`src/rtl/brisc_pkg.sv`:
```
// Shared memory-interface types for the brisc cache/memory subsystem,
// plus the arbiter's requester-id and state encodings.
package brisc_pkg;

  localparam int MEM_ADDR_W = 32;
  localparam int MEM_DATA_W = 128;

  typedef struct packed {
    logic                  valid;
    logic                  rw;
    logic [MEM_ADDR_W-1:0] addr;
    logic [MEM_DATA_W-1:0] data;
  } mem_req_t;

  typedef struct packed {
    logic                  ready;
    logic [MEM_ADDR_W-1:0] addr;
    logic [MEM_DATA_W-1:0] data;
  } mem_resp_t;

  typedef enum logic {REQ_ICACHE = 1'b0, REQ_DCACHE = 1'b1} mem_req_id_e;

  typedef enum logic {ARB_IDLE = 1'b0, ARB_BUSY = 1'b1} mem_arb_state_e;

endpackage

```
`src/rtl/arb_pick2.sv`:
```
// Two-way winner selection: a lone requester always wins; on contention
// either alternate against the last grant or let the D-cache win.
module arb_pick2
  import brisc_pkg::*;
#(
  parameter bit ROUND_ROBIN = 1'b1
) (
  input  logic        valid_i,
  input  logic        valid_d,
  input  mem_req_id_e last_grant,
  output logic        any,
  output mem_req_id_e winner
);

  always_comb begin
    any    = valid_i | valid_d;
    winner = REQ_DCACHE;
    if (valid_i && !valid_d) begin
      winner = REQ_ICACHE;
    end else if (valid_i && valid_d && ROUND_ROBIN && (last_grant == REQ_DCACHE)) begin
      winner = REQ_ICACHE;
    end
  end

endmodule

```
`src/rtl/mem_arbiter.sv`:
```
// Shares the single main-memory port between I-cache and D-cache; one
// transaction at a time, response routed only to the granted requester.
module mem_arbiter
  import brisc_pkg::*;
#(
  parameter bit ROUND_ROBIN = 1'b1
) (
  input  logic      clk,
  input  logic      reset,
  input  mem_req_t  icache_req_i,
  input  mem_req_t  dcache_req_i,
  output mem_resp_t icache_resp_o,
  output mem_resp_t dcache_resp_o,
  output mem_req_t  mem_req_o,
  input  mem_resp_t mem_resp_i
);

  mem_arb_state_e state_q;
  mem_req_id_e    grant_q;
  mem_req_id_e    last_grant_q;
  mem_req_t       req_q;
  mem_req_t       req_d;

  logic           pick_any;
  mem_req_id_e    pick_winner;

  arb_pick2 #(
    .ROUND_ROBIN (ROUND_ROBIN)
  ) u_pick (
    .valid_i    (icache_req_i.valid),
    .valid_d    (dcache_req_i.valid),
    .last_grant (last_grant_q),
    .any        (pick_any),
    .winner     (pick_winner)
  );

  always_comb begin
    req_d = (pick_winner == REQ_DCACHE) ? dcache_req_i : icache_req_i;
  end

  always_ff @(posedge clk) begin
    if (reset) begin
      state_q      <= ARB_IDLE;
      grant_q      <= REQ_ICACHE;
      last_grant_q <= REQ_ICACHE;
    end else begin
      case (state_q)
        ARB_IDLE: begin
          if (pick_any) begin
            state_q      <= ARB_BUSY;
            grant_q      <= pick_winner;
            last_grant_q <= pick_winner;
          end
        end
        ARB_BUSY: begin
          if (mem_resp_i.ready) begin
            state_q <= ARB_IDLE;
          end
        end
        default: state_q <= ARB_IDLE;
      endcase
    end
  end

  // Request payload is only meaningful while BUSY, so it carries no reset.
  always_ff @(posedge clk) begin
    if ((state_q == ARB_IDLE) && pick_any) begin
      req_q <= req_d;
    end
  end

  always_comb begin
    mem_req_o = '0;
    if (state_q == ARB_BUSY) begin
      mem_req_o       = req_q;
      mem_req_o.valid = 1'b1;
    end
  end

  // A ready seen while IDLE belongs to nobody and is dropped here.
  always_comb begin
    icache_resp_o = '0;
    dcache_resp_o = '0;
    if ((state_q == ARB_BUSY) && mem_resp_i.ready) begin
      if (grant_q == REQ_DCACHE) begin
        dcache_resp_o       = mem_resp_i;
        dcache_resp_o.ready = 1'b1;
      end else begin
        icache_resp_o       = mem_resp_i;
        icache_resp_o.ready = 1'b1;
      end
    end
  end

endmodule
```
`config.mk`:
```
export PLATFORM = sky130hd
export DESIGN_NAME = mem_arbiter
export DESIGN_NICKNAME = d
export VERILOG_FILES = /design/src/rtl/brisc_pkg.sv /design/src/rtl/arb_pick2.sv /design/src/rtl/mem_arbiter.sv
export SDC_FILE = /design/constraint.sdc
export NUM_CORES = 1
export LEC_CHECK = 0
export CORE_AREA = 2 2 378 380
export CTS_BUF_LIST = sky130_fd_sc_hd__clkbuf_4
export DETAILED_ROUTE_END_ITERATION = 7
export DIE_AREA = 0 0 380 382
export DONT_BUFFER_PORTS = 1
export GPL_TIMING_DRIVEN = 1
export MAX_ROUTING_LAYER = met4
export PLACE_DENSITY = 0.3
export SYNTH_ARGS = -nofsm -noshare
export SYNTH_HDL_FRONTEND = slang
export SYNTH_SLANG_ARGS = --single-unit
```
`constraint.sdc`:
```
create_clock -name clk -period 10.1 [get_ports clk]
set_clock_uncertainty 0.15 [all_clocks]
set_input_delay 2.02 -clock clk [delete_from_list [all_inputs] [get_ports clk]]
set_output_delay 2.02 -clock clk [all_outputs]
set_load 0.02 [all_outputs]
```
* Word level (Yosys, flattened, before mapping)
Index checks and enable logic that the tools add are counted.
Widths: inputs -> output; s select.
** Operators by class
- $add $sub $neg :: 0
- Multiply operators :: 0
- Div/mod/pow operators :: 0
- $lt $le $gt $ge :: 0
- Eq/ne operators :: 0
- Shift operators :: 0
- Mux-type cells :: 11
- Bitwise gates (word level) :: 2
- Reduce and logical (&&, ||, !) cells :: 7
** Operators by type and width (number)
- $mux 161 :: 5
- $mux 162 :: 1
- $logic_and 1x1->1 :: 5
- $mux 1 :: 4
- $pmux 1 s2 :: 1
- $reduce_and 2->1 :: 1
- $logic_not 1->1 :: 1
- $not 1->1 :: 1
- $or 1x1->1 :: 1
** Storage, ports and cells
- Bits in registers :: 163
- Latch bits :: 0
- RAM bits :: 0
- Memory bits (read-only) :: 0
- Input bits :: 487
- Output and inout bits :: 484
- Memories :: 0

* Depth between registers and ports, before layout
Gate-level depths: netlist of run 1.
- Depth after elaboration :: 5
- Depth in mapped cells :: 5
- Gate-level depth less buffers :: 3

* Cells and area by module
From an unflattened synthesis of run 1, not the netlist that was laid out.
** Unflattened totals
- Cell total of the unflattened synthesis :: 1069
- Area total of the unflattened synthesis :: 10364.9 um2
** By module, submodules not included
- mem_arbiter :: times used 1, cells each 1066, area an instance 10349.9 um2
- arb_pick2 :: times used 1, cells each 3, area an instance 15.0 um2

* Worst setup path before layout of run 1
No wires, ideal clock.
- Path type :: input-to-reg
- Start point :: input port dcache_req_i[161] (netlist name)
- End point :: register req_q[0] (netlist name), enable pin
- Setup time :: 0.689 ns
- Data arrival time :: 8.819 ns
- Required time :: 9.261 ns
- Slack :: 0.441 ns
- Cell stages on the path :: 2
- Path through :: nor2_1 -> nor2_1
** On the way
- Word-level cells in the longest chain between the ends :: 2
** Ends and longest elaborated chain
- from (decl) :: line mem_arbiter.sv:11 : input mem_req_t dcache_req_i,
- $or 1x1->1 :: line arb_pick2.sv:16 : any = valid_i | valid_d;
- $logic_and 1x1->1 :: line mem_arbiter.sv:67 : if ((state_q == ARB_IDLE) && pick_any) begin
- to (signal assigned) :: line mem_arbiter.sv:68 : req_q <= req_d;
- to (decl) :: line mem_arbiter.sv:21 : mem_req_t req_q;
No other way between the ends.
A chain may end at the register's enable or synchronous reset.

==> results by group, run 1 <==
Worst setup path
  – Type of origin of the critical path: flop
  – CP required: 7.93 ns
  – Worst Setup End Kind: primary output
  – Largest fanout on the critical path: 89
  – Critical path class: reg2out
  – Reg2Reg Depth: 4
  – Critical Path AT: 3.57 ns

Final layout
  – Layout area overhead: 23.9%
  – Final nets: 1496
  – # fillers: 16500
  – Layout cell share with drive strength beyond 1: 0.116

Place
  – Post-Place Setup Slack: 4.97 ns
  – Port Buf Inserts: 0
  – Half-perimeter wire length after placement: 66.9 mm
  – Gpl congestion: 1.00

Synthesis
  – Synth Area in Compound Gates: 0.00300
  – EDFF count, synth: 161
  – Synth top area share: 0.483
  – Most common cell in the netlist: nor2_1
  – Syn_nets: 1555
  – Synth Area in Simple Gates: 0.284
  – Mapped Cells: 1068
  – Synth Register Bits: 163
  – Mux cell area share after synthesis: 0.181
  – Fraction of synthesized cell area in xor and xnor cells: 0
  – Synthesized area: 10000 µm²
  – Syn_area_per_cell: 9.37 µm²
  – Synth top area cells: edfxtp_1, nor2_1, mux2_1
  – Synth async-reset ratio: 0
  – Synth Flop Type: edfxtp_1
  – Netlist cell types: 20
  – Synth Area in Adders: 0
  – Yosys top cell by area: edfxtp_1
  – Largest family of logic cells by synthesized area: simple AND/OR/NAND/NOR gates
  – Synth Warn #: 0
  – Commonest cells in the netlist: nor2_1, and2_1, edfxtp_1, nand2_1, mux2_1
  – Sequential area share after synthesis: 0.487

CTS
  – Root Driver: clkbuf_4
  – CTS Buf Count: 17
  – Worst-skew pair later-pin latency: 0.76 ns
  – Hold buffer count at cts: 0
  – Setup Fix Bufs, Post-CTS: 0
  – Max clock buf depth: 2
  – Clock net sink count: 163
  – CTS tree: built
  – CTS H-tree lvls: 4
  – Post-CTS resize count: 0
  – Reg clk slew, reported paths: 0.21 ns

STA
  – Final hold violation count: 0
  – Pins Over Slew Limit: 0
  – RSZ-0062 raised after global routing: false
  – Fin worst setup slack: 4.36 ns
  – # setup viols final: 0
  – Fmax: 174 MHz
  – Setup_tns: 0 ns
  – Measured slew at the worst slew-check pin: 1.06 ns
  – Final period utilization: 0.569
  – Slew HR: 0.295
  – Fin crit period: 5.74 ns

Power and ir drop
  – Internal power: 0.00107 W
  – Pwr dens: 139 nW/µm²
  – Reg power frac: 0.492
  – Net Switching: 0.000653 W
  – Leakage power: 3.71 nW
  – Logic pwr share: 0.247
  – Switching Fraction: 0.379
  – Clk pwr share: 0.261
  – Worst vdd ir: 0.0699 mV

GRT
  – Total GRT Usage: 0.102
  – Pin count of the biggest net entering global routing: 163
  – Vias in the first global route: 8223
  – Initial antenna violation count: 54
  – First-pass GRT wire length: 92.6 mm
  – GRT overflow: 0

Die
  – Chip Height: 382 µm
  – # rows: 138
  – Initial Utilization: 0.0710
  – Core ar.: 141000 µm²
  – Die Wd: 380 µm
  – # IOs: 971
  – Full die area: 145000 µm²

Detailed routing
  – Vias: 8274
  – Antenna-violating nets left: 0
  – Initial DRC Count: 731
  – Wirelength per Cell: 25.8 µm
  – Final wirelength: 75.8 mm
  – Post-route DRC: 0
  – Vias per std cell: 2.82
  – TritonRoute pass-1 iters: 7

Min path
  – Worst Hold Class: reg2reg
  – Worst Hold Depth: 2

Job
  – Max-cap violations: 0

Run status
  – Status: complete, no violations
## per-stage QoR
step                std cells  utilization  hold slack, ns  area [µm²]  power [W]
floorplan                1068            -           0.354       10000    0.00117
global placement         2880       0.0855           0.452       12000    0.00129
detailed placement       2880       0.0855           0.463       12000    0.00130
CTS                      2912       0.0876           0.485       12300    0.00178
global route             2937       0.0880           0.537       12400    0.00181
finish                   2939       0.0880           0.486       12400    0.00172
## cell families (layout without fill, tap and decap cells)
kind of cell	Yosys count	after routing
other	0	27
multiplexers	161	161
flip-flops	163	163
AND/OR/NAND/NOR	648	648
buffers and inverters	92	46
AO/OA/AOI/OAI	4	4
## worst max-delay path, cell delays in order (launching register included)
cell and delay (ns):
dfxtp_4 0.77, nand2b_4 0.50, buf_4 0.50, nor2_1 0.84
## power groups by stage
stage	clock (W)	sequential [W]	combinational, W
global placement	0	0.000864	0.000428
detailed placement	0	0.000866	0.000432
CTS	0.000491	0.000850	0.000435
global route	0.000507	0.000856	0.000450
finish	0.000449	0.000848	0.000426
floorplan	0	0.000861	0.000313
## cell type report
| cell class | instances | area, µm² | area share |
|---|---|---|---|
| Sequential cell | 163 | 4880 | 0.393 |
| Multi-Input combinational cell | 813 | 4710 | 0.380 |
| Tap cell | 1890 | 2360 | 0.191 |
| Clock inverter | 14 | 151 | 0.0122 |
| Clock buffer | 18 | 135 | 0.0109 |
| Timing Repair Buffer | 11 | 82.6 | 0.00666 |
| Antenna cell | 27 | 67.6 | 0.00545 |
| Inverter | 3 | 11.3 | 0.000908 |
## cells in the final DEF (no fill, tap or decap), drive strengths merged
master and n:
dfxtp 2, a21oi 1, edfxtp 161, buf 11, nand2b 1, clkbuf 18, nor2 324, inv 9
a211oi 1, o21ai 1, and2 161, a311oi 1, diode 27, clkinv 4, clkinvlp 2, mux2 161
bufinv 2, nor3 1, nand2 161
## flip-flops by register name, indices dropped and copies added (netlist names)
register      flops
state_q           1
last_grant_q      1
req_q           161
## metal layers
layer	vias to the layer above	part of all wire	GRT usage
li1	3395	-	-
met1	4027	0.38	0.111
met2	719	0.47	0.162
met3	133	0.10	0.0435
met4	0	0.044	0.0431
met5	-	0	-
## path summary, 6_finish.rpt
kind / startpoint / end / slack [ns]
max: state_q / icache_resp_o[86] / 4.36
min: last_grant_q / last_grant_q / 0.49
max reg2reg: last_grant_q / req_q[154] / 7.09
min reg2reg: last_grant_q / last_grant_q / 0.49
(Power assumes the default switching activity.)
==> run 2: changes to the inputs <==
--- a/config.mk
+++ b/config.mk
@@ -5,10 +5,10 @@
 export SDC_FILE = /design/constraint.sdc
 export NUM_CORES = 1
 export LEC_CHECK = 0
-export CORE_AREA = 2 2 378 380
+export CORE_AREA = 2 2 374 376
 export CTS_BUF_LIST = sky130_fd_sc_hd__clkbuf_4
 export DETAILED_ROUTE_END_ITERATION = 7
-export DIE_AREA = 0 0 380 382
+export DIE_AREA = 0 0 376 378
 export DONT_BUFFER_PORTS = 1
 export GPL_TIMING_DRIVEN = 1
 export MAX_ROUTING_LAYER = met4
==> constraint.sdc (replaced) <==
create_clock -name clk -period 5.58 [get_ports clk]
set_clock_uncertainty 0.15 [all_clocks]
set_input_delay 1.116 -clock clk [delete_from_list [all_inputs] [get_ports clk]]
set_output_delay 1.116 -clock clk [all_outputs]
set_load 0.02 [all_outputs]
==> run 2 against run 1 <==
Compared with the run above:
- the flow now stops in detailed routing (5_2_route)
- area after synthesis stayed put
- synthesized cell count unchanged
- global-route usage is 0.86 points lower
==> results by group, run 2 <==
GRT
  – Pin count of the biggest net entering global routing: 163
  – Total GRT Usage: 0.0930
  – Vias in the first global route: 7621
  – First-pass GRT wire length: 82.5 mm
  – Initial antenna violation count: 50
  – GRT overflow: 0

Die
  – # IOs: 971
  – Die Wd: 376 µm
  – # rows: 137
  – Initial Utilization: 0.0723
  – Chip Height: 378 µm

Synthesis
  – Synth top area cells: edfxtp_1, nor2_1, mux2_1
  – Synth Register Bits: 163
  – Synthesized area: 10000 µm²
  – Syn_nets: 1555
  – Most common cell in the netlist: nor2_1
  – Netlist cell types: 20
  – Mapped Cells: 1068
  – Synth Flop Type: edfxtp_1
  – Synth async-reset ratio: 0
  – Commonest cells in the netlist: nor2_1, and2_1, edfxtp_1, nand2_1, mux2_1
  – Yosys top cell by area: edfxtp_1
  – Synth Warn #: 0
  – Syn_area_per_cell: 9.37 µm²
  – Sequential area share after synthesis: 0.487
  – Synth top area share: 0.483
  – EDFF count, synth: 161

Run status
  – Status: stopped before the end
  – Stopped at: detailed routing (5_2_route)
  – Stop err: [ERROR DRT-0255] Maze Route cannot find path of net dcache_resp_o[13] in worker of routeBox ( 338100 0 ) ( 376000 48300 ).

CTS
  – Max clock buf depth: 2
  – CTS H-tree lvls: 4
  – Root Driver: clkbuf_4
  – CTS Buf Count: 17
  – Post-CTS resize count: 0
  – Clock net sink count: 163
  – Hold buffer count at cts: 0
  – Setup Fix Bufs, Post-CTS: 0

Place
  – Half-perimeter wire length after placement: 59.4 mm
  – Gpl congestion: 0.891
  – Port Buf Inserts: 0
-- run 2: cell counts after synthesis --
Identical to the previous run, type by type.
-- run 2: cells by family after synthesis --
| group | after synthesis | synth area share |
|---|---|---|
| AO/OA/AOI/OAI | 4 | 0.00300 |
| buffers and inverters | 92 | 0.0451 |
| multiplexers | 161 | 0.181 |
| flip-flops | 163 | 0.487 |
| AND/OR/NAND/NOR | 648 | 0.284 |
-- run 2: stage by stage --
| step | instance area [µm²] | std cells | utilization | setup WS [ns] | hold slack [ns] |
|---|---|---|---|---|---|
| 4_1_cts | 12200 | 2826 | 0.0884 | 0.867 | 0.0228 |
| 2_1_floorplan | 10000 | 1068 | - | 1.48 | 0.354 |
| 3_3_place_gp | 12000 | 2794 | 0.0864 | 2.07 | 0.478 |
| 3_5_place_dp | 12000 | 2794 | 0.0864 | 1.91 | 0.462 |
| 5_1_grt | 12300 | 2849 | 0.0888 | 0.795 | 0.115 |
-- run 2: per-layer routing --
metal,global-route usage
met1,0.103
met2,0.156
met4,0.0328
met5,-
met3,0.0317
==> run 3: changes to the inputs <==
==> config.mk (replaced) <==
export PLATFORM = sky130hd
export DESIGN_NAME = mem_arbiter
export DESIGN_NICKNAME = d
export VERILOG_FILES = /design/src/rtl/brisc_pkg.sv /design/src/rtl/arb_pick2.sv /design/src/rtl/mem_arbiter.sv
export SDC_FILE = /design/constraint.sdc
export NUM_CORES = 1
export LEC_CHECK = 0
export CORE_AREA = 2 2 376 378
export DETAILED_ROUTE_END_ITERATION = 7
export DIE_AREA = 0 0 378 380
export DONT_BUFFER_PORTS = 1
export GPL_TIMING_DRIVEN = 1
export PLACE_DENSITY_LB_ADDON = 0.15
export SYNTH_ARGS = -nofsm -noshare
export SYNTH_HDL_FRONTEND = slang
export SYNTH_SLANG_ARGS = --single-unit
==> run 3 against run 2 <==
Compared with the run above:
- the flow now finishes, with violations (design-rule violations)
- global-route usage down 0.86 points
==> results by group, run 3 (synthesis results as in run 1) <==
Worst setup path
  – Crit path launch: last_grant_q
  – R2r setup slk: 2.89 ns
  – Critical Path AT: 2.90 ns
  – Largest fanout on the critical path: 124
  – RR Startpoint: last_grant_q
  – Worst Setup End Kind: primary output
  – Critical path class: reg2out
  – Reg2Reg Depth: 4
  – Critical path capture point: icache_resp_o[140]
  – Reg2reg end: req_q[18]
  – CP required: 4.31 ns
  – Type of origin of the critical path: flop

Detailed routing
  – Antenna-violating nets left: 0
  – Post-route DRC: 23
  – TritonRoute pass-1 iters: 8
  – Wirelength per Cell: 21.8 µm
  – Initial DRC Count: 490
  – Vias: 7984
  – Final wirelength: 63.7 mm
  – Vias per std cell: 2.74

Place
  – Port Buf Inserts: 0
  – Post-Place Setup Slack: 2.00 ns
  – Placed cells: 2870
  – Half-perimeter wire length after placement: 54.7 mm
  – Gpl congestion: 0.945

Die
  – # IOs: 971
  – Chip Height: 380 µm
  – # rows: 137
  – Core ar.: 139000 µm²
  – Initial Utilization: 0.0719
  – Full die area: 144000 µm²
  – Die Wd: 378 µm

Job
  – Max-cap violations: 0

STA
  – Final period utilization: 0.746
  – Slew HR: 0.110
  – RSZ-0062 raised after global routing: false
  – Setup_tns: 0 ns
  – Fmax: 240 MHz
  – Fin worst setup slack: 1.42 ns
  – Pins Over Slew Limit: 0
  – Final hold violation count: 0
  – # setup viols final: 0
  – Worst hold slack: 0.486 ns
  – Measured slew at the worst slew-check pin: 1.34 ns
  – Fin crit period: 4.16 ns

Final layout
  – Finished Layout Cells: 2917
  – Final Util: 0.0915
  – Final nets: 1500
  – Storage element area: 4880 µm²
  – Layout area overhead: 27.3%
  – Most frequent cells in the layout: nor2_1, and2_1, edfxtp_1
  – # fillers: 16200
  – Largest reg by FF count: req_q
  – Area of the multi-input gates: 4710 µm²
  – Commonest non-fill, non-tap cell in the layout: nor2_1
  – Top Registers: req_q: 161 flops, last_grant_q: 1 flops, state_q: 1 flops
  – Max reg flops: 161
  – Layout cell share with drive strength beyond 1: 0.119

CTS
  – CTS Buf Count: 17
  – Hold buffer count at cts: 0
  – Root Driver: clkbuf_16
  – CTS H-tree lvls: 4
  – Max clock buf depth: 2
  – Reg clk slew, reported paths: 0.07 ns
  – Setup Fix Bufs, Post-CTS: 0
  – CTS tree: built
  – Post-CTS resize count: 0
  – Worst-skew pair later-pin latency: 0.49 ns
  – Clock net sink count: 163

GRT
  – Vias in the first global route: 8173
  – First-pass GRT wire length: 79.2 mm
  – Pin count of the biggest net entering global routing: 163
  – Total GRT Usage: 0.0845
  – GRT overflow: 0
  – Initial antenna violation count: 44

Run status
  – Status: finished, violations left
  – Failing checks: design-rule violations

Power and ir drop
  – Logic pwr share: 0.205
  – Switching Fraction: 0.324
  – Reg power frac: 0.440
  – Leakage power: 3.87 nW
  – Internal power: 0.00238 W
  – Worst vdd ir: 0.227 mV
  – Pwr dens: 276 nW/µm²
  – Net Switching: 0.00114 W
  – Clk pwr share: 0.355

Min path
  – Worst Hold Class: reg2reg
  – Worst Hold Depth: 2
-- run 3: layout make-up --
cell class | instances | area share
antenna | 15 | 0.00295
clock buffer | 18 | 0.0337
clock inverter | 14 | 0.0138
inverter | 3 | 0.000884
multi-input combinational | 813 | 0.370
sequential | 163 | 0.383
tap | 1876 | 0.184
timing repair buffer | 15 | 0.0118
-- run 3: how the worst min path moves through the flow --
stage,slack [ns],to,start
finish,0.49,last_grant_q,last_grant_q
global placement,0.45,last_grant_q,last_grant_q
detailed placement,0.48,last_grant_q,last_grant_q
floorplan,0.35,last_grant_q,last_grant_q
global route,0.48,state_q,reset
CTS,0.45,state_q,reset
-- run 3: power by group through the flow --
stage	Clock [W]	Sequential [W]	Combinational [W]
after floorplan	0	0.00154	0.000567
after detailed placement	0	0.00157	0.000739
after global placement	0	0.00159	0.000734
after global routing	0.00136	0.00156	0.000775
final	0.00125	0.00155	0.000721
after CTS	0.00134	0.00155	0.000741
-- run 3: layer usage --
metal  global-route usage  vias to the layer above  share of wire
li1                     -                     3381              -
met1               0.0914                     3848           0.38
met2                0.147                      633           0.50
met3               0.0282                      116          0.079
met4               0.0409                        6          0.040
met5                    0                        -        0.00074
-- run 3: worst max-delay path, cell delays in order (launching register included) --
cell	delay [ns]
dfxtp_1	0.49
nand2b_4	0.43
buf_4	0.88
nor2_1	0.39
-- run 3: through the flow --
stage,total power (W),instance area [µm²]
6_report,0.00352,12700
5_1_grt,0.00370,12700
4_1_cts,0.00363,12700
3_5_place_dp,0.00231,12100
3_3_place_gp,0.00232,12100
2_1_floorplan,0.00211,10000
==> run 4: changes to the inputs <==
==> constraint.sdc (replaced) <==
create_clock -name clk -period 4.2 [get_ports clk]
set_clock_uncertainty 0.15 [all_clocks]
set_input_delay 0.84 -clock clk [delete_from_list [all_inputs] [get_ports clk]]
set_output_delay 0.84 -clock clk [all_outputs]
set_load 0.02 [all_outputs]
==> run 4 against run 3 <==
Compared with the run above:
- the flow now finishes without violations
- final area rose by 0.45%
- count of clock-buffer cells in the layout fell by 1
- total power rose by 35%
- die area did not move
- critical endpoint is now dcache_resp_o[110]
==> results by group, run 4 (synthesis results as in run 1) <==
Run status
  – Status: complete, no violations

Detailed routing
  – Vias per std cell: 2.77
  – Initial DRC Count: 688
  – Final wirelength: 65.0 mm
  – Wirelength per Cell: 22.3 µm
  – Antenna-violating nets left: 0
  – TritonRoute pass-1 iters: 6
  – Vias: 8094
  – Post-route DRC: 0

Worst setup path
  – Worst Setup End Kind: primary output
  – Type of origin of the critical path: flop
  – Critical Path AT: 2.59 ns
  – CP required: 3.21 ns
  – Largest fanout on the critical path: 103
  – Critical path class: reg2out

GRT
  – GRT overflow: 0
  – Pin count of the biggest net entering global routing: 163
  – Total GRT Usage: 0.0859
  – Vias in the first global route: 8150
  – First-pass GRT wire length: 80.5 mm
  – Initial antenna violation count: 44

Final layout
  – Top Registers: req_q: 161 flops, last_grant_q: 1 flops, state_q: 1 flops
  – Largest reg by FF count: req_q
  – Cell area after layout: 12800 µm²
  – # fillers: 16200
  – Most frequent cells in the layout: nor2_1, and2_1, edfxtp_1
  – Layout area overhead: 27.9%
  – Commonest non-fill, non-tap cell in the layout: nor2_1
  – Layout cell share with drive strength beyond 1: 0.123
  – Final nets: 1503
  – Max reg flops: 161

CTS
  – Worst-skew pair later-pin latency: 0.50 ns
  – Post-CTS resize count: 0
  – CTS H-tree lvls: 4
  – CTS Buf Count: 17
  – Reg clk slew, reported paths: 0.08 ns
  – Max clock buf depth: 2
  – Setup Fix Bufs, Post-CTS: 0
  – Hold buffer count at cts: 0
  – Root Driver: clkbuf_16
  – Clock net sink count: 163
  – CTS tree: built

STA
  – Final hold violation count: 0
  – Measured slew at the worst slew-check pin: 1.06 ns
  – Fin crit period: 3.58 ns
  – Pins Over Slew Limit: 0
  – RSZ-0062 raised after global routing: false
  – Final period utilization: 0.852
  – Slew HR: 0.294
  – Fmax: 279 MHz
  – Setup_tns: 0 ns
  – Worst hold slack: 0.248 ns
  – # setup viols final: 0

Job
  – Max-cap violations: 0

Power and ir drop
  – Leakage power: 3.91 nW
  – Pwr dens: 370 nW/µm²
  – Switching Fraction: 0.340
  – Internal power: 0.00313 W
  – Worst vdd ir: 0.333 mV
  – Net Switching: 0.00161 W
  – Reg power frac: 0.428
  – Logic pwr share: 0.212
  – Clk pwr share: 0.360

Place
  – Placed Area: 12200 µm²
  – Half-perimeter wire length after placement: 55.1 mm
  – Gpl congestion: 0.962
  – Port Buf Inserts: 0

Min path
  – Worst Hold Class: in2reg

Die
  – # rows: 137
  – # IOs: 971
  – Chip Height: 380 µm
  – Initial Utilization: 0.0719
  – Core ar.: 139000 µm²
  – Full die area: 144000 µm²
  – Die Wd: 378 µm
[run 4: changes by cell type in the layout (fill, tap and decap cells not counted)]
cell | before | now
inv_6 | 3 | 7
buf_12 | 3 | 6
inv_8 | 1 | 4
clkinvlp_4 | 3 | 1
diode_2 | 15 | 13
bufinv_16 | 3 | 2
clkbuf_1 | 1 | 0
clkinv_1 | 1 | 0
clkinv_2 | 1 | 0
clkinv_4 | 2 | 1
[run 4: final timing paths]
path                                    from                  to  slack (ns)  cells past startpoint
worst min register to register  last_grant_q        last_grant_q        0.52                      1
worst max register to register  last_grant_q          req_q[156]        1.69                      4
worst max-delay path            last_grant_q  dcache_resp_o[110]        0.62                      3
worst min-delay path                   reset             state_q        0.25                      1
[run 4: stage by stage]
| step | utilization | cells | power [W] | setup WS (ns) |
|---|---|---|---|---|
| floorplan | - | 1068 | 0.00280 | 0.373 |
| global placement | 0.0874 | 2873 | 0.00310 | 1.24 |
| detailed placement | 0.0874 | 2873 | 0.00309 | 1.20 |
| CTS | 0.0917 | 2905 | 0.00489 | 0.581 |
| global route | 0.0919 | 2916 | 0.00497 | 0.422 |
| finish | 0.0920 | 2918 | 0.00474 | 0.620 |
[run 4: per-layer routing]
metal,part of all wire,track usage
met3,0.081,0.0283
met5,0.00097,0
met1,0.38,0.0924
met4,0.044,0.0440
met2,0.50,0.149
[run 4: cell type report]
cell class                      instances  area (µm²)  area share
Sequential cell                       163        4880       0.381
Multi-Input combinational cell        813        4710       0.368
Tap cell                             1876        2350       0.183
Clock buffer                           17         425      0.0332
Timing Repair Buffer                   18         210      0.0164
Clock inverter                         15         183      0.0143
Antenna cell                           13        32.5     0.00254
Inverter                                3        11.3    0.000880
[run 4: power groups by stage]
stage	Clock [W]	Sequential [W]	Combinational (W)
after floorplan	0	0.00205	0.000754
after global placement	0	0.00206	0.00103
after detailed placement	0	0.00207	0.00103
after CTS	0.00182	0.00203	0.00103
after global routing	0.00185	0.00204	0.00108
final	0.00171	0.00203	0.00100
[run 4: worst max-delay path, stage by stage (launching register included)]
cell	delay (ns)
dfxtp_1	0.49
nand2_4	0.53
buf_4	0.51
nor2_1	0.41
